### src/rtl/aixh_mxc_upper_qfeed_if.sv
// ---------------------------------------------------------------------------
// aixh_mxc_upper_qfeed_if
// Purpose : bundles the burst control, upstream vector handshake and the
//           queue-tile write port of aixh_mxc_upper_qfeed.
// Signals : i_start/i_len/i_cell_mask  burst request
//           i_vld/i_dat/o_rdy          upstream vector handshake
//           i_hold                     queue-tile stall
//           o_utc_vld/o_utc_dat        per-cell queue-tile write port
//           o_busy/o_done              burst status
// Modports: master drives the i_* side, slave (the feeder) drives o_*.
// ---------------------------------------------------------------------------
interface aixh_mxc_upper_qfeed_if #(
  parameter int UQTILE_CELLS      = 4,
  parameter int UQCELL_DWD_DWIDTH = 8
);
  logic                                      i_start;
  logic [15:0]                               i_len;
  logic [UQTILE_CELLS-1:0]                   i_cell_mask;
  logic                                      i_vld;
  logic [UQTILE_CELLS*UQCELL_DWD_DWIDTH-1:0] i_dat;
  logic                                      o_rdy;
  logic                                      i_hold;
  logic [UQTILE_CELLS-1:0]                   o_utc_vld;
  logic [UQTILE_CELLS*UQCELL_DWD_DWIDTH-1:0] o_utc_dat;
  logic                                      o_busy;
  logic                                      o_done;

  modport master (
    output i_start, i_len, i_cell_mask, i_vld, i_dat, i_hold,
    input  o_rdy, o_utc_vld, o_utc_dat, o_busy, o_done
  );

  modport slave (
    input  i_start, i_len, i_cell_mask, i_vld, i_dat, i_hold,
    output o_rdy, o_utc_vld, o_utc_dat, o_busy, o_done
  );
endinterface

### src/rtl/aixh_mxc_upper_qfeed.sv
// ---------------------------------------------------------------------------
// aixh_mxc_upper_qfeed
// Purpose : accepts a burst of i_len upstream vectors, stages them in a small
//           FIFO and replays them to the queue tile with disabled cells
//           zeroed. Output stage is registered (accept N -> output N+2).
// Ports   : aixh_core_clk  sole clock, rising edge
//           aixh_core_rst  asynchronous active-high reset
//           bus            aixh_mxc_upper_qfeed_if.slave (see interface file)
// Params  : TILE_INDEX informational only; FIFO_DEPTH power of two >= 2.
// ---------------------------------------------------------------------------
module aixh_mxc_upper_qfeed #(
  parameter int TILE_INDEX        = 0,
  parameter int FIFO_DEPTH        = 4,
  parameter int UQTILE_CELLS      = 4,
  parameter int UQCELL_DWD_DWIDTH = 8
) (
  input logic                   aixh_core_clk,
  input logic                   aixh_core_rst,
  aixh_mxc_upper_qfeed_if.slave bus
);
  localparam int DW = UQTILE_CELLS * UQCELL_DWD_DWIDTH;
  localparam int AW = $clog2(FIFO_DEPTH);
  localparam int CW = AW + 1;
  localparam logic [CW-1:0] FULL_CNT = CW'(FIFO_DEPTH);

  typedef enum logic [1:0] {
    S_IDLE   = 2'd0,
    S_STREAM = 2'd1,
    S_DRAIN  = 2'd2
  } state_t;

  // Zero every cell slice whose enable bit is clear.
  function automatic logic [DW-1:0] f_cell_gate(input logic [DW-1:0] dat,
                                                input logic [UQTILE_CELLS-1:0] mask);
    logic [DW-1:0] g;
    g = '0;
    for (int c = 0; c < UQTILE_CELLS; c++) begin
      if (mask[c]) begin
        g[c*UQCELL_DWD_DWIDTH +: UQCELL_DWD_DWIDTH] = dat[c*UQCELL_DWD_DWIDTH +: UQCELL_DWD_DWIDTH];
      end else begin
        g[c*UQCELL_DWD_DWIDTH +: UQCELL_DWD_DWIDTH] = '0;
      end
    end
    return g;
  endfunction

  state_t                  r_state;
  state_t                  w_state_nxt;
  logic [15:0]             r_len;
  logic [15:0]             r_acc_cnt;
  logic [UQTILE_CELLS-1:0] r_mask;
  logic [DW-1:0]           r_mem [FIFO_DEPTH];
  logic [AW-1:0]           r_wr_ptr;
  logic [AW-1:0]           r_rd_ptr;
  logic [CW-1:0]           r_count;
  logic [CW-1:0]           w_count_nxt;
  logic [UQTILE_CELLS-1:0] r_utc_vld;
  logic [DW-1:0]           r_utc_dat;
  logic                    r_pend;
  logic                    r_done;
  logic                    w_done_nxt;
  logic                    w_full;
  logic                    w_empty;
  logic                    w_rdy;
  logic                    w_push;
  logic                    w_pop;
  logic                    w_start_burst;

  assign w_full  = (r_count == FULL_CNT);
  assign w_empty = (r_count == {CW{1'b0}});
  // Ready is a pure decode of registered state; i_vld never feeds back.
  assign w_rdy   = (r_state == S_STREAM) && !w_full && (r_acc_cnt < r_len);
  assign w_push  = bus.i_vld && w_rdy;
  assign w_pop   = !w_empty && !bus.i_hold;
  assign w_start_burst = (r_state == S_IDLE) && bus.i_start && (bus.i_len != 16'd0);

  // Next-state decode of the burst FSM.
  always_comb begin
    w_state_nxt = r_state;
    case (r_state)
      S_IDLE: begin
        if (w_start_burst) w_state_nxt = S_STREAM;
        else               w_state_nxt = S_IDLE;
      end
      S_STREAM: begin
        if (w_push && ((r_acc_cnt + 16'd1) == r_len)) w_state_nxt = S_DRAIN;
        else                                          w_state_nxt = S_STREAM;
      end
      S_DRAIN: begin
        // r_pend marks an entry sitting in the output stage this cycle.
        if (w_empty && !r_pend) w_state_nxt = S_IDLE;
        else                    w_state_nxt = S_DRAIN;
      end
      default: w_state_nxt = S_IDLE;
    endcase
  end

  // FIFO occupancy and the registered done pulse.
  always_comb begin
    w_count_nxt = r_count;
    case ({w_push, w_pop})
      2'b10:   w_count_nxt = r_count + CW'(1);
      2'b01:   w_count_nxt = r_count - CW'(1);
      default: w_count_nxt = r_count;
    endcase
    // o_done is registered one cycle early: it is set for the DRAIN cycle in
    // which both FIFO and output stage will be empty, i.e. the exit cycle.
    if ((r_state == S_IDLE) && bus.i_start && (bus.i_len == 16'd0)) begin
      w_done_nxt = 1'b1;
    end else if ((w_state_nxt == S_DRAIN) && (w_count_nxt == {CW{1'b0}}) && !w_pop) begin
      w_done_nxt = 1'b1;
    end else begin
      w_done_nxt = 1'b0;
    end
  end

  // State, burst registers, pointers and output stage.
  always_ff @(posedge aixh_core_clk or posedge aixh_core_rst) begin
    if (aixh_core_rst) begin
      r_state   <= S_IDLE;
      r_len     <= 16'd0;
      r_acc_cnt <= 16'd0;
      r_mask    <= '0;
      r_wr_ptr  <= '0;
      r_rd_ptr  <= '0;
      r_count   <= '0;
      r_utc_vld <= '0;
      r_utc_dat <= '0;
      r_pend    <= 1'b0;
      r_done    <= 1'b0;
    end else begin
      r_state <= w_state_nxt;
      r_count <= w_count_nxt;
      r_done  <= w_done_nxt;
      r_pend  <= w_pop;
      if (w_start_burst) begin
        r_len     <= bus.i_len;
        r_mask    <= bus.i_cell_mask;
        r_acc_cnt <= 16'd0;
      end else if (w_push) begin
        r_acc_cnt <= r_acc_cnt + 16'd1;
      end
      if (w_push) r_wr_ptr <= r_wr_ptr + AW'(1);
      if (w_pop) begin
        r_rd_ptr  <= r_rd_ptr + AW'(1);
        r_utc_vld <= r_mask;
        r_utc_dat <= f_cell_gate(r_mem[r_rd_ptr], r_mask);
      end else begin
        r_utc_vld <= '0;
        r_utc_dat <= '0;
      end
    end
  end

  // FIFO storage; occupancy and pointers define validity, so no reset.
  always_ff @(posedge aixh_core_clk) begin
    if (w_push) r_mem[r_wr_ptr] <= bus.i_dat;
  end

  assign bus.o_rdy     = w_rdy;
  assign bus.o_utc_vld = r_utc_vld;
  assign bus.o_utc_dat = r_utc_dat;
  assign bus.o_busy    = (r_state != S_IDLE);
  assign bus.o_done    = r_done;
endmodule

### src/flat_wrapper.sv
// flat-port wrapper written by rule: the top's interface ports become plain ports
module aixh_mxc_upper_qfeed_flat 
#(
  parameter int TILE_INDEX        = 0,
  parameter int FIFO_DEPTH        = 4,
  parameter int UQTILE_CELLS      = 4,
  parameter int UQCELL_DWD_DWIDTH = 8
)
  (aixh_core_clk, aixh_core_rst, bus_i_start, bus_i_len, bus_i_cell_mask, bus_i_vld, bus_i_dat, bus_i_hold, bus_o_rdy, bus_o_utc_vld, bus_o_utc_dat, bus_o_busy, bus_o_done);
  aixh_mxc_upper_qfeed_if #(.UQTILE_CELLS(UQTILE_CELLS), .UQCELL_DWD_DWIDTH(UQCELL_DWD_DWIDTH)) bus_i ();
  input logic aixh_core_clk;
  input logic aixh_core_rst;
  input wire logic [$bits(bus_i.i_start)-1:0] bus_i_start;
  input wire logic [$bits(bus_i.i_len)-1:0] bus_i_len;
  input wire logic [$bits(bus_i.i_cell_mask)-1:0] bus_i_cell_mask;
  input wire logic [$bits(bus_i.i_vld)-1:0] bus_i_vld;
  input wire logic [$bits(bus_i.i_dat)-1:0] bus_i_dat;
  input wire logic [$bits(bus_i.i_hold)-1:0] bus_i_hold;
  output wire logic [$bits(bus_i.o_rdy)-1:0] bus_o_rdy;
  output wire logic [$bits(bus_i.o_utc_vld)-1:0] bus_o_utc_vld;
  output wire logic [$bits(bus_i.o_utc_dat)-1:0] bus_o_utc_dat;
  output wire logic [$bits(bus_i.o_busy)-1:0] bus_o_busy;
  output wire logic [$bits(bus_i.o_done)-1:0] bus_o_done;
  assign bus_i.i_start = bus_i_start;
  assign bus_i.i_len = bus_i_len;
  assign bus_i.i_cell_mask = bus_i_cell_mask;
  assign bus_i.i_vld = bus_i_vld;
  assign bus_i.i_dat = bus_i_dat;
  assign bus_i.i_hold = bus_i_hold;
  assign bus_o_rdy = bus_i.o_rdy;
  assign bus_o_utc_vld = bus_i.o_utc_vld;
  assign bus_o_utc_dat = bus_i.o_utc_dat;
  assign bus_o_busy = bus_i.o_busy;
  assign bus_o_done = bus_i.o_done;
  aixh_mxc_upper_qfeed #(.TILE_INDEX(TILE_INDEX), .FIFO_DEPTH(FIFO_DEPTH), .UQTILE_CELLS(UQTILE_CELLS), .UQCELL_DWD_DWIDTH(UQCELL_DWD_DWIDTH)) u_core (.aixh_core_clk(aixh_core_clk), .aixh_core_rst(aixh_core_rst), .bus(bus_i));
endmodule
### config.mk
export PLATFORM = sky130hd
export DESIGN_NAME = aixh_mxc_upper_qfeed_flat
export DESIGN_NICKNAME = d
export VERILOG_FILES = /design/src/rtl/aixh_mxc_upper_qfeed_if.sv /design/src/rtl/aixh_mxc_upper_qfeed.sv /design/src/flat_wrapper.sv
export SDC_FILE = /design/constraint.sdc
export NUM_CORES = 1
export LEC_CHECK = 0
export CAP_MARGIN = 10
export CORE_UTILIZATION = 39
export CTS_CLUSTER_DIAMETER = 60
export CTS_CLUSTER_SIZE = 8
export DETAILED_ROUTE_END_ITERATION = 8
export GPL_TIMING_DRIVEN = 0
export PLACE_DENSITY = 0.62
export SLEW_MARGIN = 20
export SYNTH_ARGS = -nofsm -noshare
export SYNTH_HDL_FRONTEND = slang
export SYNTH_SLANG_ARGS = --single-unit
### constraint.sdc
create_clock -name aixh_core_clk -period 11.7 [get_ports aixh_core_clk]
set_clock_uncertainty 0.2 [all_clocks]
set_input_delay 1.17 -clock aixh_core_clk [delete_from_list [all_inputs] [get_ports aixh_core_clk]]
set_output_delay 1.17 -clock aixh_core_clk [all_outputs]
set_load 0.01 [all_outputs]
Word level (Yosys, flattened, before mapping):

Memory sizes are Yosys's and may differ from the RTL's.
Index checks and enable logic that the tools add are counted.

* register bits after elaboration: 83
* memory bits (writable): 128
* input bits: 57
* output and inout port bits: 39
* logic and storage cells: 65
* memories: 1

* add/subtract/negate cells: 5
* magnitude comparators: 1
* equality and inequality tests: 7
* mux-type cells: 17
* reduce and logical (&&, ||, !) cells: 23

Memory list
* u_core.r_mem: words 4, width 32, rd ports 1, clocked after memory_dff 0, write ports 1, RTL line aixh_mxc_upper_qfeed.sv:52 `logic [DW-1:0] r_mem [FIFO_DEPTH];`

Operators with widths (count)
* 2-to-1 mux 16 bit: 2
* 2-to-1 mux 32 bit: 1
* 2-to-1 mux 8 bit: 4
* adder 16 x 1 -> 16 bit (second input constant): 1
* == test 16 bit: 1
* logical NOT 16 bit: 1
* < comparator 16 bit: 1
* nonzero test 16 bit: 1
* logical AND 1 bit: 11
* == test 2 bit (second input constant): 3
* logical NOT 3 bit: 2
* case mux 2 bit (3 select lines): 1
* case mux 3 bit (2 select lines): 1
* logical NOT 1 bit: 5
* 2-to-1 mux 1 bit: 5
* adder 2 x 1 -> 2 bit (second input constant): 2
* == test 2 x 1 -> 1 bit (second input constant): 2
* 2-to-1 mux 2 bit: 2
* 2-to-1 mux 4 bit: 1
* nonzero test 2 bit: 2
* adder 3 x 1 -> 3 bit (second input constant): 1
* == test 3 bit (second input constant): 1
* subtractor 3 x 1 -> 3 bit (second input constant): 1
* logical NOT 2 bit: 1

Longest topological paths before layout:

Gate-level depths: netlist of run 1.

* depth after elaboration: 13
* gate-level depth with buffers: 18
* gate-level depth less buffers: 16

Worst setup path after synthesis of run 1:

OpenSTA, ideal clock, no wires.

* path kind: register -> register
* start: reg u_core.r_acc_cnt[9]
* end: reg u_core.r_done, in the netlist u_core.bus.o_done
* arrival time: 3.635 ns
* data required time: 11.408 ns
* path slack: 7.773 ns
* cell stages (with the launch flop): 18
* cells stage by stage: dfrtp_1 -> ha_1 -> and4_1 -> a2111oi_0 -> o311a_1 -> and3_1 -> clkbuf_1 -> inv_2 -> clkbuf_1 -> ha_1 -> inv_1 -> fa_1 -> xor2_1 -> nor2_1 -> xor2_1 -> nor4_1 -> nand2_1 -> o31ai_2

* elaborated cells on any way between the ends: 17
* classes of those cells: add/sub: 1; order compare: 1; eq/ne: 4; mux: 5; reduce/logical: 6

RTL lines
* start, declared: RTL line aixh_mxc_upper_qfeed.sv:50 `logic [15:0] r_acc_cnt;`
* start signal, assigned: RTL line aixh_mxc_upper_qfeed.sv:141 `r_acc_cnt <= r_acc_cnt + 16'd1;`
* < comparator 16 bit (*): RTL line aixh_mxc_upper_qfeed.sv:72 `assign w_rdy = (r_state == S_STREAM) && !w_full && (r_acc_cnt < r_len);`
* logical AND 1 bit (*): RTL line aixh_mxc_upper_qfeed.sv:72
* logical AND 1 bit (*): RTL line aixh_mxc_upper_qfeed.sv:73 `assign w_push = bus.i_vld && w_rdy;`
* == test 2 x 1 -> 1 bit / == test 2 bit (equally long branches): RTL line aixh_mxc_upper_qfeed.sv:101 `case ({w_push, w_pop})`
* case mux 3 bit (2 select lines) (*): RTL line aixh_mxc_upper_qfeed.sv:101
* named net u_core.w_count_nxt[2]: RTL line aixh_mxc_upper_qfeed.sv:56 `logic [CW-1:0] w_count_nxt;`
* logical NOT 3 bit (*): RTL line aixh_mxc_upper_qfeed.sv:110 `end else if ((w_state_nxt == S_DRAIN) && (w_count_nxt == {CW{1'b0}}) && !w_pop) begin`
* logical AND 1 bit (*) (2 in series): RTL line aixh_mxc_upper_qfeed.sv:110
* 2-to-1 mux 1 bit (*): RTL line aixh_mxc_upper_qfeed.sv:110
* 2-to-1 mux 1 bit (*): RTL line aixh_mxc_upper_qfeed.sv:108 `if ((r_state == S_IDLE) && bus.i_start && (bus.i_len == 16'd0)) begin`
* named net u_core.w_done_nxt: RTL line aixh_mxc_upper_qfeed.sv:61 `logic w_done_nxt;`
* end signal, assigned: RTL line aixh_mxc_upper_qfeed.sv:134 `r_done <= w_done_nxt;`
* end, declared: RTL line aixh_mxc_upper_qfeed.sv:60 `logic r_done;`

Mark *: on every way through the listed nets, which the timed path passes. The rest lies on a longest branch.
A chain may end at the register's enable or synchronous reset.

Final worst setup path of run 1:

Ends and elaborated chain as after synthesis.

==> qor.txt, run 1 <==
Run status: finished, violations left
Failing checks: design-rule violations
WL final: 19600 um
Post-DP Area: 10300 um^2
RSZ-0062 raised after global routing: false
Synth top area share: 0.435
Routed wire length per instance: 19.1 um
Fmax: 197 MHz
Yosys warning total: 0
Max Slew Vio Count: 0
Final setup fails: 0
Synth Register Bits: 211
Worst-margin pin slew: 893 ps
Sink Count: 211
Hold Buf Count CTS: 0
All-Layer GR Usage: 0.175
Hold Startpoint: u_core.r_len[0]
Iteration-0 DRC Markers: 284
Final instance area: 11200 um^2
Synth Cell Area: 8840 um^2
Hold Path Class: reg2reg
Final hold vios: 0
Antenna violations before repair: 0
Die Wd: 153 um
CTS Buffer Depth: 3
Setup CP Type: reg2reg
WHS Endpoint: u_core.r_len[0]
DIE AREA: 23300 um^2
GRT overflow: 0
Post-CTS setup buffers: 0
Vias in the first global route: 5865
Reg2Reg Depth: 17
First-pass detailed-route iteration total: 6
# port buffers: 95
Die Y: 153 um
Starting density of the core: 0.401
Hold depth: 1
Pwr Density: 225 nW/um^2
Slew HR: 0.405
Max_cap viols: 0
Std-Cell Core Area: 22000 um^2
Sum of negative setup slack: 0 ps
Leading register cell type out of synthesis: edfxtp_1
Pin count of the biggest net entering global routing: 51
Post-CTS Resized: 0
Min Tclk post-route: 5070 ps
Max IR drop VDD: 0.152 mV
CTS root buffer: clkbuf_16
CTS HTree Levels: 1
Crit end category: flip-flop
Drt drc: 6
FF-to-FF setup slack: 6630 ps
Drt via density: 5.25
Hpwl dp: 13100 um
Synth cell types: 57
Pleak: 0.00436 uW
Num CTS Buffers: 31
Startpoint Class: flip-flop
Async SR Flop Fraction: 0.393
Later-pin clock latency in the skew report: 540 ps
Placer Congestion: 0.930
Syn Area/Cell: 15.0 um^2
Fin crit share: 0.434
Seq/Total Area, Yosys: 0.670
Reg2reg start: u_core.r_acc_cnt[9]
R2r endpoint: u_core.bus.o_done
Mapped Cells: 590
Std-Cell Rows: 54
CTS tree: done
Yosys top cell by area: edfxtp_1
Top cells by area, synth: edfxtp_1 43%, dfrtp_1 23%, mux4_2 8.2%, ha_1 3.1%, and3_1 2.7%
WP data required: 11920 ps
Antenna diode count: 0
Max Fanout on Critical Path: 10
Net count after synthesis: 670
Filler-free cell count of the finished design: 1027
EDFF count, synth: 128
Placed cell count: 970
Global-route wire length before repair: 31700 um
Antenna Nets Post-Route: 0
# IOs: 96
Area Growth Syn to Fin: 26.3%
Share of cells above drive strength 1: 0.120
Reg clk slew, reported paths: 60 ps
Total number of vias: 5395
CP arrival: 5300 ps
Final Net Count: 803
[through the flow]
step	hold slack [ps]	worst slack, ps	util	power (uW)
after detailed placement	334	6420	0.466	1710
after global routing	366	6260	0.507	2640
final	355	6630	0.507	2510
after CTS	353	6740	0.507	2540
after floorplan	285	7770	-	1450
after global placement	331	6500	0.460	1670
[layer usage]
layer	vias to the layer above	track usage	wire length, um
met4	0	0.0457	293
met2	138	0.299	9780
li1	2489	-	-
met1	2740	0.226	8470
met3	28	0.0381	1060
met5	-	0	0
[power breakdown]
group	switching (uW)	leakage, uW	internal [uW]
Clock	305	0.000431	513
Sequential	80.1	0.00225	955
Combinational	333	0.00167	323
Total	718	0.00436	1790
[synthesized netlist by cell type (7+ instances only)]
| cell type | n |
|---|---|
| edfxtp_1 | 128 |
| dfrtp_1 | 83 |
| nand2_1 | 44 |
| and3_1 | 38 |
| inv_1 | 32 |
| mux4_2 | 32 |
| ha_1 | 22 |
| o21ai_0 | 22 |
| clkbuf_1 | 20 |
| a21oi_1 | 15 |
| xnor2_1 | 14 |
| nand3_1 | 13 |
| nor2_1 | 12 |
| a21o_1 | 8 |
| and2_1 | 8 |
| xor2_1 | 7 |
[worst max-delay path by stage]
| stage | startpoint | to | cells past startpoint |
|---|---|---|---|
| CTS | u_core.r_acc_cnt[9] | u_core.bus.o_done | 17 |
| floorplan | u_core.r_acc_cnt[9] | u_core.bus.o_done | 17 |
| global route | u_core.r_len[9] | u_core.bus.o_done | 18 |
| finish | u_core.r_acc_cnt[9] | u_core.bus.o_done | 17 |
| detailed placement | bus_i_hold | u_core.bus.o_done | 13 |
| global placement | bus_i_hold | u_core.bus.o_done | 13 |
[worst max-delay path: stages, from the launching register on]
cell and delay [ps]:
dfrtp_1 490, ha_1 360, and4_1 210, a2111oi_0 620, o311a_1 280, and3_1 150, clkbuf_1 460, inv_2 70
clkbuf_1 270, ha_1 310, inv_1 80, fa_1 170, xor2_1 160, nor2_1 80, xor2_1 160, nor4_1 500
nand2_1 140, o31ai_2 250
[final cells by class]
type,instances,area (um^2)
multi-input combinational,317,2680
inverter,34,130
timing repair buffer,100,1060
clock inverter,4,51.3
fill,1875,10900
clock buffer,53,858
buffer,28,119
sequential,211,5920
tap,280,350
[state kept, by name, summed over array words and instances, names as in the netlist]
name	cells
u_core.r_rd_ptr	2
u_core.bus.o_done	1
u_core.bus.o_utc_dat	32
u_core.bus.o_utc_vld	4
u_core.r_count	3
u_core.r_len	16
u_core.r_acc_cnt	16
u_core.r_mask	4
u_core.r_state	2
u_core.r_wr_ptr	2
u_core.r_mem	128
u_core.r_pend	1
[cells by family after synthesis]
logic type,after synthesis,synth area share
and+or+nand+nor,152,0.0926
adders and majority gates,23,0.0334
AOI/OAI and AO/OA,75,0.0538
DFF,211,0.670
xor gates and xnor gates,24,0.0277
buffers and inverters,62,0.0279
muxes,43,0.0947
[layout by cell type (no fill, tap or decap), drive strengths merged, types with 22 or more instances in the layout]
master and count:
nand2 44, ha 22, dfrtp 83, inv 34, mux4 32, clkbuf 73
o21ai 28, edfxtp 128, clkdlybuf4s50 95, and3 38
Note: power is estimated with default switching activity, not from simulation.
==> inputs of run 2 (changes only) <==
--- a/config.mk
+++ b/config.mk
@@ -11,7 +11,7 @@
 export CTS_CLUSTER_SIZE = 8
 export DETAILED_ROUTE_END_ITERATION = 8
 export GPL_TIMING_DRIVEN = 0
-export PLACE_DENSITY = 0.62
+export PLACE_DENSITY = 0.64
 export SLEW_MARGIN = 20
 export SYNTH_ARGS = -nofsm -noshare
 export SYNTH_HDL_FRONTEND = slang
==> constraint.sdc (replaced) <==
create_clock -name aixh_core_clk -period 4.4 [get_ports aixh_core_clk]
set_clock_uncertainty 0.2 [all_clocks]
set_input_delay 0.44 -clock aixh_core_clk [delete_from_list [all_inputs] [get_ports aixh_core_clk]]
set_output_delay 0.44 -clock aixh_core_clk [all_outputs]
set_load 0.01 [all_outputs]
==> run 2 against run 1 <==
  * The flow still finishes with violations (design-rule violations)
  * Hold slack worse by 200 ps
  * Wire length grew 1.4%
  * Count of clock-buffer cells in the layout unchanged
  * Fmax grew 22%
  * Combinational power increased to 2.7 times the previous value
  * Register-to-register slack worse by 6400 ps
  * Total power rose to 2.6 times the previous value
  * Flip-flop and latch count is the same
  * Global-route usage rose by 0.36 points
  * Sequential share of layout area hardly changed
  * Via count is 0.52% lower
  * Critical path type unchanged
==> qor.txt, run 2 (synthesized netlist as in run 1, its figures left out) <==
CTS HTree Levels: 1
Max Fanout on Critical Path: 11
Min Tclk post-route: 4160 ps
Routed wire length per instance: 19.4 um
Run status: finished, violations left
Pwr Density: 594 nW/um^2
Met3 wire length: 1300 um
CP arrival: 4400 ps
Starting density of the core: 0.401
Std-Cell Core Area: 22000 um^2
Post-CTS setup buffers: 0
Placer Congestion: 0.916
Fmax: 241 MHz
Worst-margin pin slew: 882 ps
WP data required: 4640 ps
Std-Cell Rows: 54
Reg2reg start: u_core.r_len[9]
All-Layer GR Usage: 0.178
Setup CP Type: reg2reg
Max_cap viols: 0
Num CTS Buffers: 31
Pin count of the biggest net entering global routing: 50
Reg clk slew, reported paths: 50 ps
Later-pin clock latency in the skew report: 540 ps
Pleak: 0.00436 uW
CTS Buffer Depth: 3
Crit end category: flip-flop
Filler-free cell count of the finished design: 1025
Max Slew Vio Count: 0
CP startpoint: u_core.r_len[9]
Placed cell count: 970
R2r endpoint: u_core.bus.o_done
Antenna diode count: 0
Hold Buf Count CTS: 0
Share of cells above drive strength 1: 0.126
DIE AREA: 23300 um^2
Global-route wire length before repair: 32400 um
Hold Path Class: in2async
Final Net Count: 801
Top reg by flops: u_core.r_mem
Final hold vios: 0
Startpoint Class: flip-flop
FF-to-FF setup slack: 240 ps
Metal-1 WL: 8510 um
Slew HR: 0.412
Total Power: 6640 uW
# port buffers: 95
CTS tree: done
Detail Route met2 WL: 9670 um
Die Y: 153 um
WL final: 19900 um
CTS root buffer: clkbuf_16
Fin crit share: 0.944
Total number of vias: 5367
Commonest non-fill, non-tap cell in the layout: edfxtp_1
Area Growth Syn to Fin: 26.4%
Drt via density: 5.24
Reg2Reg Depth: 16
First-pass detailed-route iteration total: 6
Most frequent cells in the layout: 128 x edfxtp_1, 95 x clkdlybuf4s50_1, 83 x dfrtp_1
Max reg flops: 128
RSZ-0062 raised after global routing: false
Max IR drop VDD: 0.371 mV
Drt drc: 6
Top Layer Used: met4
Filler instances: 1866
Iteration-0 DRC Markers: 298
Antenna violations before repair: 0
Sink Count: 211
Final setup fails: 0
Vias in the first global route: 5933
Die Wd: 153 um
GRT overflow: 0
Antenna Nets Post-Route: 0
# IOs: 96
Failing checks: design-rule violations
Hpwl dp: 13400 um
run 2: what timing repair did:
item | CTS | global route
pin swaps | 0 | 0
gates resized for setup | 2 | 3
endpoints found under the setup margin | 18 | 1
run 2: area by class of cell:
type                       count  area (um^2)  area share
timing repair buffer         100         1080      0.0967
multi-input combinational    317         2700       0.241
clock inverter                 4         27.5     0.00246
tap                          280          350      0.0314
sequential                   211         5920       0.530
buffer                        26          111     0.00997
clock buffer                  53          858      0.0768
inverter                      34          130      0.0116
run 2: worst max-delay path by stage:
stage	to	slack, ps	depth (start not counted)
after floorplan	u_core.bus.o_done	470	17
after global placement	u_core.r_mem[3][8]	-520	8
after detailed placement	u_core.bus.o_done	-580	17
after CTS	u_core.bus.o_done	10	15
after global routing	u_core.bus.o_done	10	16
final	u_core.bus.o_done	240	16
run 2: where the power goes:
part	leakage (uW)	switching, uW	internal (uW)	total [uW]
clock	0.000424	804	1310	2110
combinational	0.00168	896	874	1770
sequential	0.00225	217	2540	2760
run 2: worst max-delay path, stage by stage (launching register included):
cell	delay, ps
dfrtp_1	450
inv_1	110
ha_1	310
and4_1	210
a2111oi_2	420
o311a_1	240
and3_2	340
inv_2	170
ha_1	250
inv_1	80
fa_1	190
xor2_1	150
nor2_1	70
xor2_1	160
nor4_2	400
nand2_1	110
o31ai_2	190
run 2: per-stage QoR:
stage | utilization | TNS (ps) | area, um^2 | hold slack [ps] | setup WS [ps]
final | 0.507 | 0 | 11200 | 158 | 244
after global routing | 0.507 | 0 | 11200 | 223 | 13.3
after CTS | 0.507 | 0 | 11200 | 174 | 13.7
after detailed placement | 0.467 | -575 | 10300 | 334 | -575
after global placement | 0.460 | -58780 | 10100 | 338 | -516
after floorplan | - | 0 | 8840 | 285 | 473
run 2: layer usage:
metal  vias to the layer above  track usage
met5                         -            0
met1                      2696        0.227
met2                       160        0.306
li1                       2481            -
met3                        30       0.0401
met4                         0       0.0510
